File: src/rtl/la_gate33_bist.sv
// rtl/la_gate33_bist.sv - exhaustive 64-vector BIST sequencer for OAI33/AOI33 compound gates
module la_gate33_bist #(
    parameter string       PROP   = "DEFAULT",
    parameter string       TYPE   = "OAI33",
    parameter int unsigned SETTLE = 1
) (
    input  logic       clk,
    input  logic       nreset,
    input  logic       start,
    output logic       a0,
    output logic       a1,
    output logic       a2,
    output logic       b0,
    output logic       b1,
    output logic       b2,
    input  logic       z,
    output logic       busy,
    output logic       done,
    output logic       pass,
    output logic [6:0] errcnt,
    output logic [5:0] failvec,
    output logic       failvld
);

    typedef enum logic [1:0] {
        S_IDLE  = 2'd0,
        S_WAIT  = 2'd1,
        S_CHECK = 2'd2,
        S_DONE  = 2'd3
    } state_t;

    localparam logic [3:0] SETTLE_CNT = SETTLE[3:0];
    localparam bit         IS_AOI     = (TYPE == "AOI33");

    state_t     r_state;
    state_t     w_state_next;
    logic [5:0] r_vec;
    logic [3:0] r_cnt;
    logic [6:0] r_errcnt;
    logic [5:0] r_failvec;
    logic       r_failvld;
    logic       r_pass;

    logic       w_exp;
    logic       w_mismatch;
    logic [6:0] w_errcnt_next;
    logic       w_last_vec;

    // PROP only tags the instance for the implementation flow; both arms are empty
    if (PROP == "") begin : g_prop_empty
    end else begin : g_prop_set
    end

    // Golden response of the selected compound gate for the vector currently applied
    always_comb begin
        w_exp = 1'b0;
        if (IS_AOI) begin
            w_exp = ~((&r_vec[2:0]) | (&r_vec[5:3]));
        end else begin
            w_exp = ~((|r_vec[2:0]) & (|r_vec[5:3]));
        end
    end

    assign w_mismatch    = (z != w_exp);
    assign w_errcnt_next = r_errcnt + {6'd0, w_mismatch};
    assign w_last_vec    = (r_vec == 6'd63);

    // State register
    always_ff @(posedge clk or negedge nreset) begin
        if (!nreset) begin
            r_state <= S_IDLE;
        end else begin
            r_state <= w_state_next;
        end
    end

    // Next-state decode: one WAIT phase and one CHECK cycle per vector, 64 vectors per run
    always_comb begin
        w_state_next = r_state;
        case (r_state)
            S_IDLE: begin
                if (start) begin
                    w_state_next = S_WAIT;
                end
            end
            S_WAIT: begin
                if (r_cnt == 4'd0) begin
                    w_state_next = S_CHECK;
                end
            end
            S_CHECK: begin
                if (w_last_vec) begin
                    w_state_next = S_DONE;
                end else begin
                    w_state_next = S_WAIT;
                end
            end
            S_DONE: begin
                w_state_next = S_IDLE;
            end
            default: begin
                w_state_next = S_IDLE;
            end
        endcase
    end

    // Stimulus, settle counter and result registers
    always_ff @(posedge clk or negedge nreset) begin
        if (!nreset) begin
            r_vec     <= 6'd0;
            r_cnt     <= 4'd0;
            r_errcnt  <= 7'd0;
            r_failvec <= 6'd0;
            r_failvld <= 1'b0;
            r_pass    <= 1'b0;
        end else begin
            case (r_state)
                S_IDLE: begin
                    if (start) begin
                        r_vec     <= 6'd0;
                        r_cnt     <= SETTLE_CNT;
                        r_errcnt  <= 7'd0;
                        r_failvec <= 6'd0;
                        r_failvld <= 1'b0;
                        r_pass    <= 1'b0;
                    end
                end
                S_WAIT: begin
                    if (r_cnt != 4'd0) begin
                        r_cnt <= r_cnt - 4'd1;
                    end
                end
                S_CHECK: begin
                    if (w_mismatch) begin
                        r_errcnt <= w_errcnt_next;
                        if (!r_failvld) begin
                            r_failvec <= r_vec;
                            r_failvld <= 1'b1;
                        end
                    end
                    if (w_last_vec) begin
                        // Resolve pass on entry to DONE so it is already valid alongside the done pulse
                        r_pass <= (w_errcnt_next == 7'd0);
                    end else begin
                        r_vec <= r_vec + 6'd1;
                        r_cnt <= SETTLE_CNT;
                    end
                end
                S_DONE: begin
                    r_pass <= (r_errcnt == 7'd0);
                end
                default: begin
                end
            endcase
        end
    end

    assign a0      = r_vec[0];
    assign a1      = r_vec[1];
    assign a2      = r_vec[2];
    assign b0      = r_vec[3];
    assign b1      = r_vec[4];
    assign b2      = r_vec[5];
    assign busy    = (r_state == S_WAIT) || (r_state == S_CHECK);
    assign done    = (r_state == S_DONE);
    assign pass    = r_pass;
    assign errcnt  = r_errcnt;
    assign failvec = r_failvec;
    assign failvld = r_failvld;

endmodule

File: config.mk
export PLATFORM = sky130hd
export DESIGN_NAME = la_gate33_bist
export DESIGN_NICKNAME = d
export VERILOG_FILES = /design/src/rtl/la_gate33_bist.sv
export SDC_FILE = /design/constraint.sdc
export NUM_CORES = 1
export LEC_CHECK = 0
export ABC_CLOCK_PERIOD_IN_PS = 5250
export CAP_MARGIN = 20
export CORE_ASPECT_RATIO = 1.4
export CORE_MARGIN = 5
export CORE_UTILIZATION = 32
export DETAILED_ROUTE_END_ITERATION = 10
export PLACE_DENSITY = 0.49
export SLEW_MARGIN = 20
export SYNTH_ARGS = -nofsm -noshare
export SYNTH_HDL_FRONTEND = slang
export SYNTH_SLANG_ARGS = --single-unit
File: constraint.sdc
create_clock -name clk -period 5.25 [get_ports clk]
set_input_delay 0.7875 -clock clk [delete_from_list [all_inputs] [get_ports clk]]
set_output_delay 0.7875 -clock clk [all_outputs]
set_load 0.005 [all_outputs]
==> metrics, run 1 <==
status finished, final reports clean; DR vias 1308; Starting Density 32.52%; Slowest cell on crit path dfrtp_1; RSZ-0062 raised after global routing false; Final Hold Viols 0; TritonCTS clock tree yes; largest net degree at the start of global routing 28; vias in the first global route 1381; worst-skew pair later-pin latency 0.27 ns; P&R area growth vs syn 23.33%; DRT Pass-1 Iters 4; actual slew at the worst max-slew pin 0.6101 ns; Setup CP Type register to register; PnR Total Power 0.8119 mW; Req. time, crit path 5.45 ns; Worst Clk Skew 0.001608 ns; clk root buf clkbuf_8; delay-heaviest family, CP compound AO/OA/AOI/OAI gates; DP Wirelength 2868 µm; Core Footprint 4767 µm²; most common cell in the netlist dfrtp_1; Clk pin slew, worst setup/hold paths 0.09 ns; initial antenna violation count 0; worst-path cell chain inv_1 -> ha_1 -> nor2b_1 -> o21a_2 -> nor2_1 -> ha_1 -> ha_1 -> a21boi_0 -> a21oi_1 -> o32ai_1 -> o2111ai_1 -> a31oi_1; Switching Fraction 41.03%; CP peak stage delay 0.47 ns; CTS Hold Buffers Added 0; Post-synth EDFFs 0; post-CTS resize count 0; sequential fraction of the synthesis area 43.58%; First DRT Iteration DRCs 67; Main synth FF type dfrtp_1; fmax 344.5 MHz; Mapped Area 1550 µm²; Critical Path AT 3.10 ns; crit end category register; CTS buffer count 3; WL/cell 15.66 µm; cell taking the most area after synthesis dfrtp_1; die area 6356 µm²; combinational power share 47.4%; Tcrit/Tclk final 55.29%; CP Max Fanout 7; worst hold endpoint failvec[0]; post-route ant nets 0; final setup fails 0; Crit Reg-Reg Endpoint pass; Syn. warnings 0; hold wc startpoint failvec[0]; Startpoint Class register; Die Y-Extent 92.36 µm; Via density 5.317; Reg2Reg Setup Slack 2.35 ns; Die X 68.83 µm; Clock Path Buffers 2; async set-reset flop share out of synthesis 100.0%; Hold Crit Depth 1; final WL 3852 µm; Mapped Nets 171; synthesized flop and latch total 27; Power Density 424.7 nW/µm²; GPL Wtd Cong 0.8129; Port Buf Inserts 26; Leakage 0.8178 nW; post-CTS setup buffers 0; Slew HR 59.19%; minimum clock period after layout 2.903 ns; # Max-Cap Violations 0; Clk pwr share 14.8%; setup TNS 0 ns; Internal 0.4788 mW; clk sinks 27; Crit Reg-Reg Startpoint r_vec[0]; Slew Limit Fails 0; Synth top area share 43.58%; nets@finish 197; Synth area leaders dfrtp_1 (44%), ha_1 (8.1%), a32o_1 (4.5%), nand2_1 (3.6%), nor2_1 (3.4%); share of cells above drive strength 1 4.945%; Mapped Avg Cell Area 9.874 µm²; Synth cell types 42; power share of the sequential group 37.8%; Critical Path Most Common Cell ha_1; DRC Markers 0; peak supply drop 161.8 µV; CP Buf/Inv Count 1; worst-case reg-to-reg path depth 12; grt ovf 0; io pins 27; htree depth 1; P_sw 0.3331 mW; GRT Overall Usage 14.01%; # diodes 0; first-pass GRT wire length 6837 µm; post-synthesis cell count 157; worst min path class register to register; row cnt 30; top cells by count, synth dfrtp_1 (27), nand2_1 (15), nor2_1 (14)
-- worst register-to-register path, delay by kind of cell, from the launching register on --
kind                     cells  cell delay (ns)
AO/OA/AOI/OAI                6             1.14
adder cells (fa/ha/maj)      3             0.77
flip-flops                   1             0.47
AND/OR/NAND/NOR              2             0.37
buffers and inverters        1             0.09
-- stage by stage --
stage / hold WS [ns] / setup slack (ns) / std cells / utilization [%] / area (µm²)
2_1_floorplan: 0.4728 / 2.668 / 157 / - / 1550
3_3_place_gp: 0.4851 / 2.262 / 242 / 39.13 / 1866
3_5_place_dp: 0.4904 / 2.124 / 242 / 39.13 / 1866
4_1_cts: 0.5166 / 2.363 / 246 / 40.11 / 1912
5_1_grt: 0.5334 / 2.004 / 246 / 40.11 / 1912
6_report: 0.5132 / 2.347 / 246 / 40.11 / 1912
-- registers in the layout, summed over array words and instances (netlist names) --
signal and count:
r_state 2, pass 1, r_cnt 4, errcnt 7, r_vec 6, failvld 1, failvec 6
-- cell type report --
cell class / count / area (µm²)
Clock buffer: 3 / 41.29
Fill cell: 481 / 2855
Multi-Input combinational cell: 116 / 812.0
Clock inverter: 1 / 5.005
Inverter: 8 / 30.03
Tap cell: 64 / 80.08
Timing Repair Buffer: 27 / 267.8
Sequential cell: 27 / 675.6
-- power groups by stage --
stage | Sequential [mW] | Clock (mW) | Combinational [mW]
floorplan | 0.299 | 0 | 0.250
global placement | 0.310 | 0 | 0.378
detailed placement | 0.313 | 0 | 0.388
CTS | 0.309 | 0.126 | 0.390
global route | 0.317 | 0.133 | 0.438
finish | 0.307 | 0.120 | 0.385
-- cells in the final DEF (no fill, tap or decap), types with 2 or more instances in the layout --
cell type         n
o221ai_1          2
a21oi_1           5
nand3_1           5
a22o_1            3
nand4_1           3
nor2b_1           3
mux2i_1           3
nand2b_1          3
and3_1            4
clkbuf_8          3
nor2_1           14
a211oi_1          2
clkdlybuf4s50_1  26
inv_1             8
nor4_1            2
a32o_1            7
nand2_1          15
a31oi_1           3
nor3_2            2
nor3_1            2
nor4b_1           2
ha_1             10
xor2_1            5
o21ai_0           3
o21ai_1           2
dfrtp_1          27
nand3b_1          2
-- logic make-up after synthesis --
family / after synthesis / share of synthesized area (%)
multiplexers: 3 / 1.937
XOR/XNOR: 6 / 3.390
AND/OR/NAND/NOR: 61 / 21.23
adder cells (fa/ha/maj): 10 / 8.071
flip-flops: 27 / 43.58
buffers and inverters: 14 / 4.036
AO/OA/AOI/OAI: 36 / 17.76
-- worst max path at each step --
stage,depth (start not counted),endpoint,startpoint,slack [ns]
6_report,12,pass,r_vec[0],2.35
5_1_grt,12,pass,r_vec[0],2.00
4_1_cts,12,pass,r_vec[0],2.36
3_5_place_dp,10,pass,z,2.12
3_3_place_gp,10,pass,z,2.26
2_1_floorplan,13,pass,r_vec[0],2.67
-- routing by layer --
layer / up-vias / GRT usage, % / share of wire [%]
li1: 627 / - / -
met1: 631 / 17.45 / 42
met2: 41 / 23.27 / 51
met3: 9 / 2.549 / 4.3
met4: 0 / 5.528 / 2.4
met5: - / 0 / 0
Power figures use the tool's default switching activity.
==> inputs of run 2 (changes only) <==
- ABC_CLOCK_PERIOD_IN_PS: 5250 -> 2760
- clock period: 5.25 -> 2.76 ns (I/O delays scaled with it)
==> metrics, run 2 (synthesized netlist as in run 1, its figures left out) <==
WL/cell 15.22 µm; # Max-Cap Violations 0; share of cells above drive strength 1 10.53%; Slowest cell on crit path dfrtp_1; worst hold slack 0.5064 ns; largest net degree at the start of global routing 28; DR vias 1330; die area 6356 µm²; DRT Pass-1 Iters 4; DP Wirelength 2925 µm; clk root buf clkbuf_8; Via density 5.236; RSZ-0062 raised after global routing false; clk sinks 27; PnR Total Power 1.578 mW; post-route ant nets 0; Tcrit/Tclk final 92.67%; Reg2Reg Setup Slack 0.20 ns; most frequent cells in the layout dfrtp_1 (27), clkdlybuf4s50_1 (26), nand2_1 (15), nor2_1 (13), buf_4 (9); pre-CTS WS 0.02943 ns; Req. time, crit path 2.96 ns; Critical Path AT 2.75 ns; fmax 391.0 MHz; htree depth 1; GRT Overall Usage 13.70%; Leakage 0.8544 nW; max reg flops 7; CP Max Fanout 7; First DRT Iteration DRCs 53; Finished Layout Cells 254; delay-heaviest family, CP compound AO/OA/AOI/OAI gates; CP Buf/Inv Count 1; DRC Markers 0; Setup CP Type register to register; Fill cells 504; grt ovf 0; setup TNS 0 ns; Power Density 796.8 nW/µm²; Core Footprint 4767 µm²; Port Buf Inserts 26; TritonCTS clock tree yes; most common cell after layout, fill and taps aside dfrtp_1; CP peak stage delay 0.35 ns; Starting Density 32.52%; row cnt 30; worst-path cell chain inv_1 -> ha_1 -> nor2b_2 -> o21a_2 -> nor2_2 -> ha_2 -> ha_2 -> a21boi_0 -> a21oi_1 -> o32ai_1 -> o2111ai_1 -> a31oi_1; GPL Wtd Cong 0.8312; P&R area growth vs syn 27.76%; first-pass GRT wire length 6706 µm; area occupied by multi-input gates 822.0 µm²; actual slew at the worst max-slew pin 0.5262 ns; final setup fails 0; worst-skew pair later-pin latency 0.27 ns; Clock Path Buffers 2; CTS Hold Buffers Added 0; CTS buffer count 3; PnR worst setup slack 0.2024 ns; peak supply drop 414.2 µV; Startpoint Class register; Die Y-Extent 92.36 µm; Die X 68.83 µm; Critical Path Most Common Cell ha_2; Clk pin slew, worst setup/hold paths 0.09 ns; status finished, final reports clean; worst min path class primary input to asynchronous set/reset pin; Worst Clk Skew 0.004713 ns; Final Hold Viols 0; Slew Limit Fails 0; crit end category register; placement-stage cell area 1926 µm²; Slew HR 64.76%; # diodes 0; Cells after DPL 250; final core occ 41.55%; nets@finish 205; Register Area 675.6 µm²; final WL 3865 µm; fin area 1981 µm²; io pins 27; vias in the first global route 1438; initial antenna violation count 0; minimum clock period after layout 2.558 ns
run 2: changes by cell type in the layout (fill, tap and decap cells not counted):
cell      previous run  this run
buf_4                1         9
ha_1                10         8
ha_2                 0         2
clkbuf_1             0         1
clkinv_2             1         0
nor2_1              14        13
nor2_2               0         1
nor2b_1              3         2
nor2b_2              0         1
run 2: per-layer routing:
layer  vias up  routed length [µm]  global-route usage, %
met2        31                1965                  23.82
li1        642                   -                      -
met4         0                  61                  4.878
met3         5                 175                  2.427
met1       652                1664                  16.34
met5         -                   0                      0
run 2: worst register-to-register path, stage by stage, from the launching register on:
cell and delay [ns]:
dfrtp_1 0.35, inv_1 0.06, ha_1 0.18, nor2b_2 0.18, o21a_2 0.26, nor2_2 0.16, ha_2 0.22, ha_2 0.25
a21boi_0 0.20, a21oi_1 0.09, o32ai_1 0.24, o2111ai_1 0.15, a31oi_1 0.15
run 2: power breakdown:
| part | leakage, nW | total [mW] | switching [mW] | internal (mW) |
|---|---|---|---|---|
| clock network | 0.0228 | 0.227 | 0.123 | 0.104 |
| logic | 0.468 | 0.789 | 0.425 | 0.364 |
| registers | 0.363 | 0.562 | 0.0811 | 0.481 |
| total | 0.854 | 1.58 | 0.629 | 0.949 |
run 2: worst paths after layout:
check                                start          to  cells after the start
worst max-delay path              r_vec[0]        pass                     12
worst min-delay path                nreset    r_cnt[3]                      2
worst max register to register    r_vec[0]        pass                     12
worst min register to register  failvec[0]  failvec[0]                      1
max in group asynchronous           nreset   errcnt[2]                      2
min in group clk                failvec[0]  failvec[0]                      1
run 2: cell type report:
type | count | area share, %
clock buffers | 4 | 2.274
inverters | 8 | 1.516
multi-input cells | 116 | 41.50
flip-flops and latches | 27 | 34.11
well taps | 64 | 4.043
repair buffers | 35 | 16.55
run 2: what timing repair did:
action,CTS,global route
endpoints found under the setup margin,0,2
buffers inserted,0,0
resized for setup,0,4
==> inputs of run 3 (changes only) <==
- ABC_CLOCK_PERIOD_IN_PS: 2760 -> 3200
- clock period: 2.76 -> 3.2 ns (I/O delays scaled with it)
==> metrics, run 3 (synthesized netlist as in run 1, its figures left out) <==
Fill cells 483; post-CTS resize count 0; Port Buf Inserts 26; # diodes 0; final WL 3802 µm; first-pass GRT wire length 6417 µm; clk root buf clkbuf_8; status finished, final reports clean; Startpoint Class register; DR vias 1296; Slew HR 60.94%; Via density 5.268; Slew Limit Fails 0; share of cells above drive strength 1 4.945%; Starting Density 32.52%; area occupied by multi-input gates 812.0 µm²; Finished Layout Cells 246; crit end category register; setup TNS 0 ns; post-CTS setup buffers 0; max reg flops 7; WL/cell 15.46 µm; DRT Pass-1 Iters 4; grt ovf 0; fin area 1912 µm²; placement-stage cell area 1866 µm²; Reg2Reg Setup Slack 0.32 ns; actual slew at the worst max-slew pin 0.5840 ns; row cnt 30; Clk pin slew, worst setup/hold paths 0.10 ns; GRT Overall Usage 13.07%; CTS Hold Buffers Added 0; post-route ant nets 0; Req. time, crit path 3.40 ns; CTS buffer count 3; final setup fails 0; Register Area 675.6 µm²; Leakage 0.8178 nW; minimum clock period after layout 2.884 ns; htree depth 1; largest net degree at the start of global routing 28; most common cell after layout, fill and taps aside dfrtp_1; clk sinks 27; Cells after DPL 242; Final Hold Viols 0; Core Footprint 4767 µm²; io pins 27; Worst Clk Skew 0.007184 ns; PnR Total Power 1.330 mW; DP Wirelength 2817 µm; vias in the first global route 1349; final core occ 40.11%; die area 6356 µm²; nets@finish 197; GPL Wtd Cong 0.7970; Power Density 695.6 nW/µm²; P&R area growth vs syn 23.33%; fmax 346.7 MHz; most frequent cells in the layout dfrtp_1 (27), clkdlybuf4s50_1 (26), nand2_1 (15), nor2_1 (14), ha_1 (10); Setup CP Type register to register; worst-skew pair later-pin latency 0.28 ns; initial antenna violation count 0; TritonCTS clock tree yes; Die X 68.83 µm; Clock Path Buffers 2; worst min path class register to register; Die Y-Extent 92.36 µm; Critical Path AT 3.08 ns; Tcrit/Tclk final 90.13%; DRC Markers 0; CP Max Fanout 7; peak supply drop 315.3 µV; # Max-Cap Violations 0; First DRT Iteration DRCs 55; RSZ-0062 raised after global routing false
## run 3: cell count changes in the layout (fill, tap and decap cells not counted), sizes merged
cell,previous run,this run
buf,9,1
clkbuf,4,3
clkinv,0,1
## run 3: final cells by class
cell class              instances  share of cell area [%]
clock buffers                   3                   2.160
well taps                      64                   4.188
clock inverters                 1                  0.2618
flip-flops and latches         27                   35.34
multi-input cells             116                   42.47
repair buffers                 27                   14.01
inverters                       8                   1.571
## run 3: metrics by stage
| stage | worst slack (ns) | hold slack [ns] |
|---|---|---|
| final | 0.3159 | 0.5074 |
| after CTS | 0.3642 | 0.5179 |
| after floorplan | 0.6177 | 0.1844 |
| after global routing | 0.1291 | 0.5327 |
| after detailed placement | 0.3804 | 0.4888 |
| after global placement | 0.5052 | 0.4841 |
## run 3: worst paths after layout
| check | from | to | cells after the start |
|---|---|---|---|
| min in group asynchronous | nreset | r_cnt[2] | 2 |
| worst min-delay path | failvec[1] | failvec[1] | 1 |
| worst min register to register | failvec[1] | failvec[1] | 1 |
| worst max register to register | r_vec[0] | pass | 12 |
| worst max-delay path | r_vec[0] | pass | 12 |
| max in group asynchronous | nreset | pass | 2 |
## run 3: routing by layer
metal | part of all wire [%] | up-vias | wire length [µm] | track usage (%)
li1 | - | 627 | - | -
met1 | 42 | 622 | 1584 | 15.19
met2 | 51 | 39 | 1924 | 21.59
met3 | 5.2 | 8 | 198 | 2.791
met4 | 2.5 | 0 | 95 | 7.154
met5 | 0 | - | 0 | 0
## run 3: critical path, stage by stage, from the launching register on
cell and delay [ns]:
dfrtp_1 0.45, inv_1 0.08, ha_1 0.19, nor2b_1 0.17, o21a_2 0.27, nor2_1 0.18
ha_1 0.24, ha_1 0.31, a21boi_0 0.24, a21oi_1 0.10, o32ai_1 0.25, o2111ai_1 0.16
a31oi_1 0.16
## run 3: power breakdown
group | switching [mW] | internal [mW]
clock | 0.114 | 0.0875
combinational | 0.346 | 0.283
sequential | 0.0849 | 0.415
total | 0.544 | 0.786
